[src/rtl/axis_frame_conditioner.sv]
// AXI4-Stream frame conditioner: forces exactly WIDTH*HEIGHT beats per frame (tuser on beat 0, tlast on N-1).
// Optional frame statistics counters enabled by defining FRAME_STATS_EN.
module axis_frame_conditioner #(
  parameter int unsigned            WIDTH      = 32,
  parameter int unsigned            HEIGHT     = 16,
  parameter int unsigned            DATA_WIDTH = 24,
  parameter logic [DATA_WIDTH-1:0]  PAD_VALUE  = '0
) (
  input  logic                  clk,
  input  logic                  rst,
  input  logic [DATA_WIDTH-1:0] s_axis_tdata,
  input  logic                  s_axis_tvalid,
  input  logic                  s_axis_tlast,
  input  logic                  s_axis_tuser,
  output logic                  s_axis_tready,
  output logic [DATA_WIDTH-1:0] m_axis_tdata,
  output logic                  m_axis_tvalid,
  output logic                  m_axis_tlast,
  output logic                  m_axis_tuser,
  input  logic                  m_axis_tready,
  output logic                  err_short,
  output logic                  err_long
`ifdef FRAME_STATS_EN
  ,
  output logic [15:0]           frames_ok,
  output logic [15:0]           frames_bad
`endif
);

  localparam int unsigned N     = WIDTH * HEIGHT;
  localparam int unsigned CNT_W = (N > 1) ? $clog2(N) : 1;
  localparam logic [CNT_W-1:0] LAST_IDX = CNT_W'(N - 1);

  typedef enum logic [1:0] {IDLE, PASS, PAD, DROP} state_t;

  state_t           state, state_next, after_take;
  logic [CNT_W-1:0] pix_cnt;
  logic             load_en, last_slot;
  logic             ready, take, pad, hold_short;
  logic             set_short, set_long;

  assign load_en       = !m_axis_tvalid || m_axis_tready;
  assign last_slot     = (pix_cnt == LAST_IDX);
  assign s_axis_tready = ready;

  always_ff @(posedge clk) begin
    if (rst) state <= IDLE;
    else     state <= state_next;
  end

  // pix_cnt is always 0 in IDLE/DROP, so one take rule covers start beats and mid-frame beats.
  always_comb begin
    ready      = 1'b0;
    take       = 1'b0;
    pad        = 1'b0;
    hold_short = 1'b0;
    case (state)
      IDLE, DROP: begin
        ready = load_en || !s_axis_tuser;
        take  = s_axis_tvalid && ready && s_axis_tuser;
      end
      PASS: begin
        hold_short = s_axis_tvalid && s_axis_tuser && (pix_cnt != '0);
        ready      = load_en && !hold_short;
        take       = s_axis_tvalid && ready;
      end
      PAD:     pad = load_en;
      default: ;
    endcase
    if (rst) begin
      ready      = 1'b0;
      take       = 1'b0;
      pad        = 1'b0;
      hold_short = 1'b0;
    end
    set_long  = take && last_slot && !s_axis_tlast;
    set_short = hold_short || (take && !last_slot && s_axis_tlast);
  end

  always_comb begin
    if (set_long)       after_take = DROP;
    else if (set_short) after_take = PAD;
    else if (last_slot) after_take = IDLE;
    else                after_take = PASS;

    state_next = state;
    case (state)
      IDLE: if (take) state_next = after_take;
      DROP: begin
        if (take)                                      state_next = after_take;
        else if (s_axis_tvalid && ready && s_axis_tlast) state_next = IDLE;
      end
      PASS: begin
        if (hold_short) state_next = PAD;
        else if (take)  state_next = after_take;
      end
      PAD:     if (pad && last_slot) state_next = IDLE;
      default: state_next = IDLE;
    endcase
  end

  always_ff @(posedge clk) begin
    if (rst) begin
      m_axis_tvalid <= 1'b0;
      m_axis_tdata  <= '0;
      m_axis_tuser  <= 1'b0;
      m_axis_tlast  <= 1'b0;
      pix_cnt       <= '0;
      err_short     <= 1'b0;
      err_long      <= 1'b0;
    end else begin
      err_short <= set_short;
      err_long  <= set_long;
      if (load_en) begin
        if (take || pad) begin
          m_axis_tvalid <= 1'b1;
          m_axis_tdata  <= take ? s_axis_tdata : PAD_VALUE;
          m_axis_tuser  <= (pix_cnt == '0);
          m_axis_tlast  <= last_slot;
          pix_cnt       <= last_slot ? '0 : pix_cnt + 1'b1;
        end else begin
          m_axis_tvalid <= 1'b0;
        end
      end
    end
  end

`ifdef FRAME_STATS_EN
  // The bad flag travels with beat N-1 so a new frame's errors never tag the frame still draining.
  logic frame_bad, m_bad;

  always_ff @(posedge clk) begin
    if (rst) begin
      frame_bad  <= 1'b0;
      m_bad      <= 1'b0;
      frames_ok  <= '0;
      frames_bad <= '0;
    end else begin
      if (load_en && (take || pad) && last_slot) begin
        m_bad     <= frame_bad || set_long;
        frame_bad <= 1'b0;
      end else if (set_short || set_long) begin
        frame_bad <= 1'b1;
      end
      if (m_axis_tvalid && m_axis_tready && m_axis_tlast) begin
        if (m_bad) frames_bad <= frames_bad + 16'd1;
        else       frames_ok  <= frames_ok + 16'd1;
      end
    end
  end
`else
  // Statistics disabled: no counters.
`endif

endmodule

[config.mk]
export PLATFORM = sky130hd
export DESIGN_NAME = axis_frame_conditioner
export DESIGN_NICKNAME = d
export VERILOG_FILES = /design/src/rtl/axis_frame_conditioner.sv
export SDC_FILE = /design/constraint.sdc
export NUM_CORES = 1
export LEC_CHECK = 0
export CAP_MARGIN = 0
export CORE_AREA = 4 4 72 124
export CTS_CLUSTER_DIAMETER = 200
export DETAILED_ROUTE_END_ITERATION = 8
export DIE_AREA = 0 0 76 128
export GPL_TIMING_DRIVEN = 0
export SYNTH_ARGS = -nofsm -noshare
export SYNTH_HDL_FRONTEND = slang
export SYNTH_SLANG_ARGS = --single-unit
[constraint.sdc]
create_clock -name clk -period 2.8 [get_ports clk]
set_input_delay 0.56 -clock clk [delete_from_list [all_inputs] [get_ports clk]]
set_output_delay 0.56 -clock clk [all_outputs]
set_load 0.01 [all_outputs]
### Word-level counts from Yosys, hierarchy flattened

Cells that the tools add are included.

* bits in writable memories: 0
* bits in latches: 0
* register bits: 40
* input port bits: 30
* memories: 0
* memory bits (read-only): 0
* output and inout port bits: 30

* eq/ne operators: 6
* bitwise logic cells: 0
* shifts and indexed selects: 0
* $add $sub $neg: 1
* reduce and logical (&&, ||, !) cells: 28
* divide/modulo/power cells: 0
* $mul: 0
* mux-type cells: 20
* $lt $le $gt $ge: 0

Operators by type and width (count)
* $mux W24: 1
* $mux W2: 7
* $logic_and A1 B1 Y1: 13
* $add A9 B1 Y9 const B: 1
* $eq A9 B9 Y1 const B: 1
* $logic_not A9 Y1: 1
* $mux W9: 1
* $reduce_bool A9 Y1: 1
* $mux W1: 8
* $pmux W2 S4: 1
* $logic_not A1 Y1: 5
* $eq A2 B2 Y1 const B: 2
* $logic_or A1 B1 Y1: 4
* $pmux W1 S2: 2
* $reduce_and A2 Y1: 2
* $ne A3 B3 Y1 const B: 1
* $eq A2 B1 Y1 const B: 1
* $logic_not A2 Y1: 1
* $ne A2 B2 Y1 const B: 1
* $reduce_or A2 Y1: 1

### Longest topological paths before layout

* word-level depth: 15
* gate-level depth with buffers: 10
* gate-level depth less buffers: 9

### Least setup slack after synthesis

No wires, ideal clock.

* path type: register to register
* start: register pix_cnt[2]
* end: register state[1]
* buffers on the path: 0
* cell stages (with the launch flop): 10
* required time: 2.673 ns
* setup slack: 0.729 ns
* arrival: 1.944 ns
* period minus slack after synthesis: 2.071 ns
* library setup time: 0.127 ns
* cell sequence: dfxtp_1 > and3_1 > and3_1 > and3_1 > ha_1 > inv_1 > o31ai_1 > o31ai_1 > nor4b_1 > nor4_1

* elaborated cells on any way between the ends: 30
* those cells by class: 3 x eq/ne; 12 x mux; 15 x reduce/logical

RTL lines
* from (decl): line 37 `logic [CNT_W-1:0] pix_cnt;`
* from (signal assigned): line 120 `pix_cnt <= last_slot ? '0 : pix_cnt + 1'b1;`
* $eq A9 B9 Y1 *: line 43 `assign last_slot = (pix_cnt == LAST_IDX);`
* named net last_slot: line 38 `logic load_en, last_slot;`
* $logic_not A1 Y1: line 77 `set_short = hold_short || (take && !last_slot && s_axis_tlast);`
* $logic_and A1 B1 Y1 (2 in series): line 77
* $logic_or A1 B1 Y1: line 77
* $mux W2: line 82 `else if (set_short) after_take = PAD;`
* $mux W2: line 81 `if (set_long) after_take = DROP;`
* $mux W2: line 88, 95
* $mux W2: line 94 `if (hold_short) state_next = PAD;`
* $pmux W2 S4: line 87 `case (state)`
* to (signal assigned): line 48 `else state <= state_next;`
* to (decl): line 36 `state_t state, state_next, after_take;`

The timed path passes the listed nets; every way through them passes the cells marked *.
A chain may end at the register's enable or synchronous reset.

### Worst setup path in the final report

* start: input m_axis_tready
* end: output s_axis_tready

* cells in the longest elaborated chain, start to end: 4
* elaborated cells on any way between the ends: 5
* those cells by class: 2 x mux; 3 x reduce/logical

RTL lines
* from (decl): line 20 `input logic m_axis_tready,`
* $logic_or A1 B1 Y1 *: line 42 `assign load_en = !m_axis_tvalid || m_axis_tready;`
* $logic_and A1 B1 Y1 or $logic_or A1 B1 Y1 (tied branches): line 64, 59
* $pmux W1 S2 *: line 57 `case (state)`
* $mux W1 *: line 70 `if (rst) begin`
* to (decl): line 15 `output logic s_axis_tready,`

Every way passes the cells marked *; elsewhere a longest branch is shown, timed or not.

==> flow_summary.yaml <==
status:
  outcome: "finished clean"
yosys:
  syn_nets: 271
  synth_area_leaders: "dfxtp_1 41%, a21oi_1 9.5%, nand3_1 8.0%, nand2_1 6.8%, ha_1 5.2%"
  synth_edf_count: 0
  yosys.area.top_type: "dfxtp_1"
  synth.most_common_cell: "dfxtp_1"
  synthFlopType: "dfxtp_1"
  synth-async-reset-ratio_pct: 0
  yosys_register_bits: 40
  synth_common_cells: "40 x dfxtp_1, 37 x a21oi_1, 35 x nand2_1"
  syn_avg_cell_area_um2: 8.32
  yosys_warnings: 0
  synthesis.instances: 233
  seq_area_frac_synth_pct: 41.3
  syn_area_um2: 1940
  synth_top_cell_area_share_pct: 41.3
  synthDistinctLibCells: 43
sta:
  hold_ws_ns: 0.455
  hold_viol: 0
  finalSetupViolations: 0
  slew_viol_final: 0
  skew_ns: 0.00381
  rsz0062_at_grt: "no"
  max_clock_freq_mhz: 419
  worst_pin_slew_ns: 0.562
  relSlewSlack_pct: 62.5
  min_period_over_period_pct: 85.2
  min_period_ns: 2.39
die:
  initial_core_util_pct: 24.5
  die_area_um2: 9730
  core_area_um2: 7910
  die_h_um: 128
  die_x_um: 76
  ios: 60
  rows: 43
detailed_routing:
  post_drt_wl_per_cell_um: 14.3
  vias_per_cell: 4.84
  ant_nets: 0
  detail_route.first_pass.iterations: 6
  drcViolationCount: 0
  route.vias.total: 1889
  routed_wl_um: 5580
  drt_iter0_drc: 105
global_route:
  antenna_found_initial: 0
  grt_pass1_vias: 1924
  grt_use_total_pct: 11.9
  grt_pass1_wl_um: 9250
  grt-ovfl-total: 0
  grt_max_degree: 15
clock_network:
  clk_latency_ns: 0.29
  cts.sinks: 40
  cts_hold_buffers: 0
  path_clk_slew_ns: 0.06
  cts_tree: "yes"
  cts-root-buf: "clkbuf_16"
  htree_levels: 2
  cts_made_buffers: 5
  cts_buffer_depth: 2
place:
  io_buffers: 58
  placed_cells: 381
  place_congestion: 0.861
  hpwl_um: 4370
  post_dp_cell_area_um2: 2630
setup_path:
  cp_max_fo: 7
  cp_slowest_cell: "clkdlybuf4s50_1"
  startpoint_type: "input pin"
  endpoint_kind: "output port"
  required_ns: 2.24
  worst_path_largest_cell_delay_ns: 0.52
  worstPathCellList: "clkdlybuf4s50_1 > nor2b_4 > a2111oi_4 > a41o_1 > dlymetal6s2s_1"
  worstPathArrival_ns: 1.83
  crit_type: "input pin to output port"
cells_and_area:
  layout-drive-gt1-share_pct: 8.67
  antenna_cells: 0
  fin_cells: 390
  layout.nets: 337
  area_growth_pct: 46.0
  fin_area_um2: 2830
flow_run:
  max_cap_violations: 0
min_path:
  hold_path.class: "flop to flop"
pwr:
  cellLeakagePower_uw: 0.000996
  power_density_nw_per_um2: 744
  peakVddDrop_mv: 0.369
## timing repair
action	in CTS	in global routing
resized for setup	2	1
endpoints found under the setup margin	1	1
setup buffers	1	0
## routing by layer
layer / vias to the layer above / wire (um) / GRT usage [%]
li1: 962 / - / -
met1: 873 / 2070 / 11.6
met2: 39 / 3130 / 22.7
met3: 15 / 178 / 2.67
met4: 0 / 196 / 6.39
met5: - / 0 / 0
## area by class of cell
| type | count | area [um2] |
|---|---|---|
| clock inverter | 3 | 46.3 |
| clock buffer | 5 | 125 |
| timing repair buffer | 59 | 591 |
| fill | 816 | 5080 |
| inverter | 9 | 33.8 |
| tap | 90 | 113 |
| sequential | 40 | 801 |
| multi-input combinational | 171 | 1050 |
| buffer | 13 | 68.8 |
## path summary, 6_finish.rpt
check	startpoint	endpoint	slack (ns)	cells after the start
max	m_axis_tready	s_axis_tready	0.41	5
min	m_axis_tlast	m_axis_tlast	0.45	2
max reg2reg	pix_cnt[2]	state[1]	0.44	9
min reg2reg	m_axis_tlast	m_axis_tlast	0.45	2
## through the flow
stage	total power [uW]	setup TNS, ns	setup slack, ns	utilization [%]
final	2110	0	0.414	35.8
after CTS	2130	0	0.00844	35.8
after global placement	1420	-0.0958	-0.0958	33.3
after detailed placement	1430	-0.166	-0.166	33.3
after floorplan	1150	0	0.729	-
after global routing	2250	0	0.141	35.8
## state kept, by name, summed over array words and instances, names as in the netlist
signal / count
err_long: 1
err_short: 1
m_axis_tdata: 24
m_axis_tlast: 1
m_axis_tuser: 1
m_axis_tvalid: 1
pix_cnt: 9
state: 2
## worst max-delay path: cells and delay by family
| family | cells | cell delay (ns) |
|---|---|---|
| buffers and inverters | 2 | 0.67 |
| AOI/OAI and AO/OA | 2 | 0.51 |
| and+or+nand+nor | 1 | 0.08 |
## logic make-up after synthesis
logic type | count (synthesis) | share of synthesized area, %
compound gates | 65 | 21.0
fa+ha+maj | 8 | 5.16
flops | 40 | 41.3
simple gates | 96 | 26.4
buf+inv | 22 | 5.29
xor+xnor | 2 | 0.903
## layout by cell type (no fill, tap or decap), types with 2 or more instances in the layout
cell,Yosys,layout
or3_1,8,8
buf_2,4,4
a21oi_1,37,37
nand2_1,35,35
nor3_1,2,2
ha_1,8,8
nor2_1,4,4
clkbuf_16,0,5
nor4_1,2,2
clkdlybuf4s50_1,0,57
xnor2_1,2,2
o32ai_1,2,2
o21ai_0,9,9
nand3_1,31,31
buf_4,2,3
o31ai_1,2,2
and3_1,4,4
nand2b_1,2,2
clkbuf_1,6,6
dfxtp_1,40,40
inv_1,9,9
## where the power goes
part / switching, uW / internal (uW) / leakage, uW
sequential: 49.5 / 635 / 0.000324
clock: 249 / 424 / 0.0000804
combinational: 400 / 349 / 0.000591
total: 698 / 1410 / 0.000996
Power figures use the tool's default switching activity.
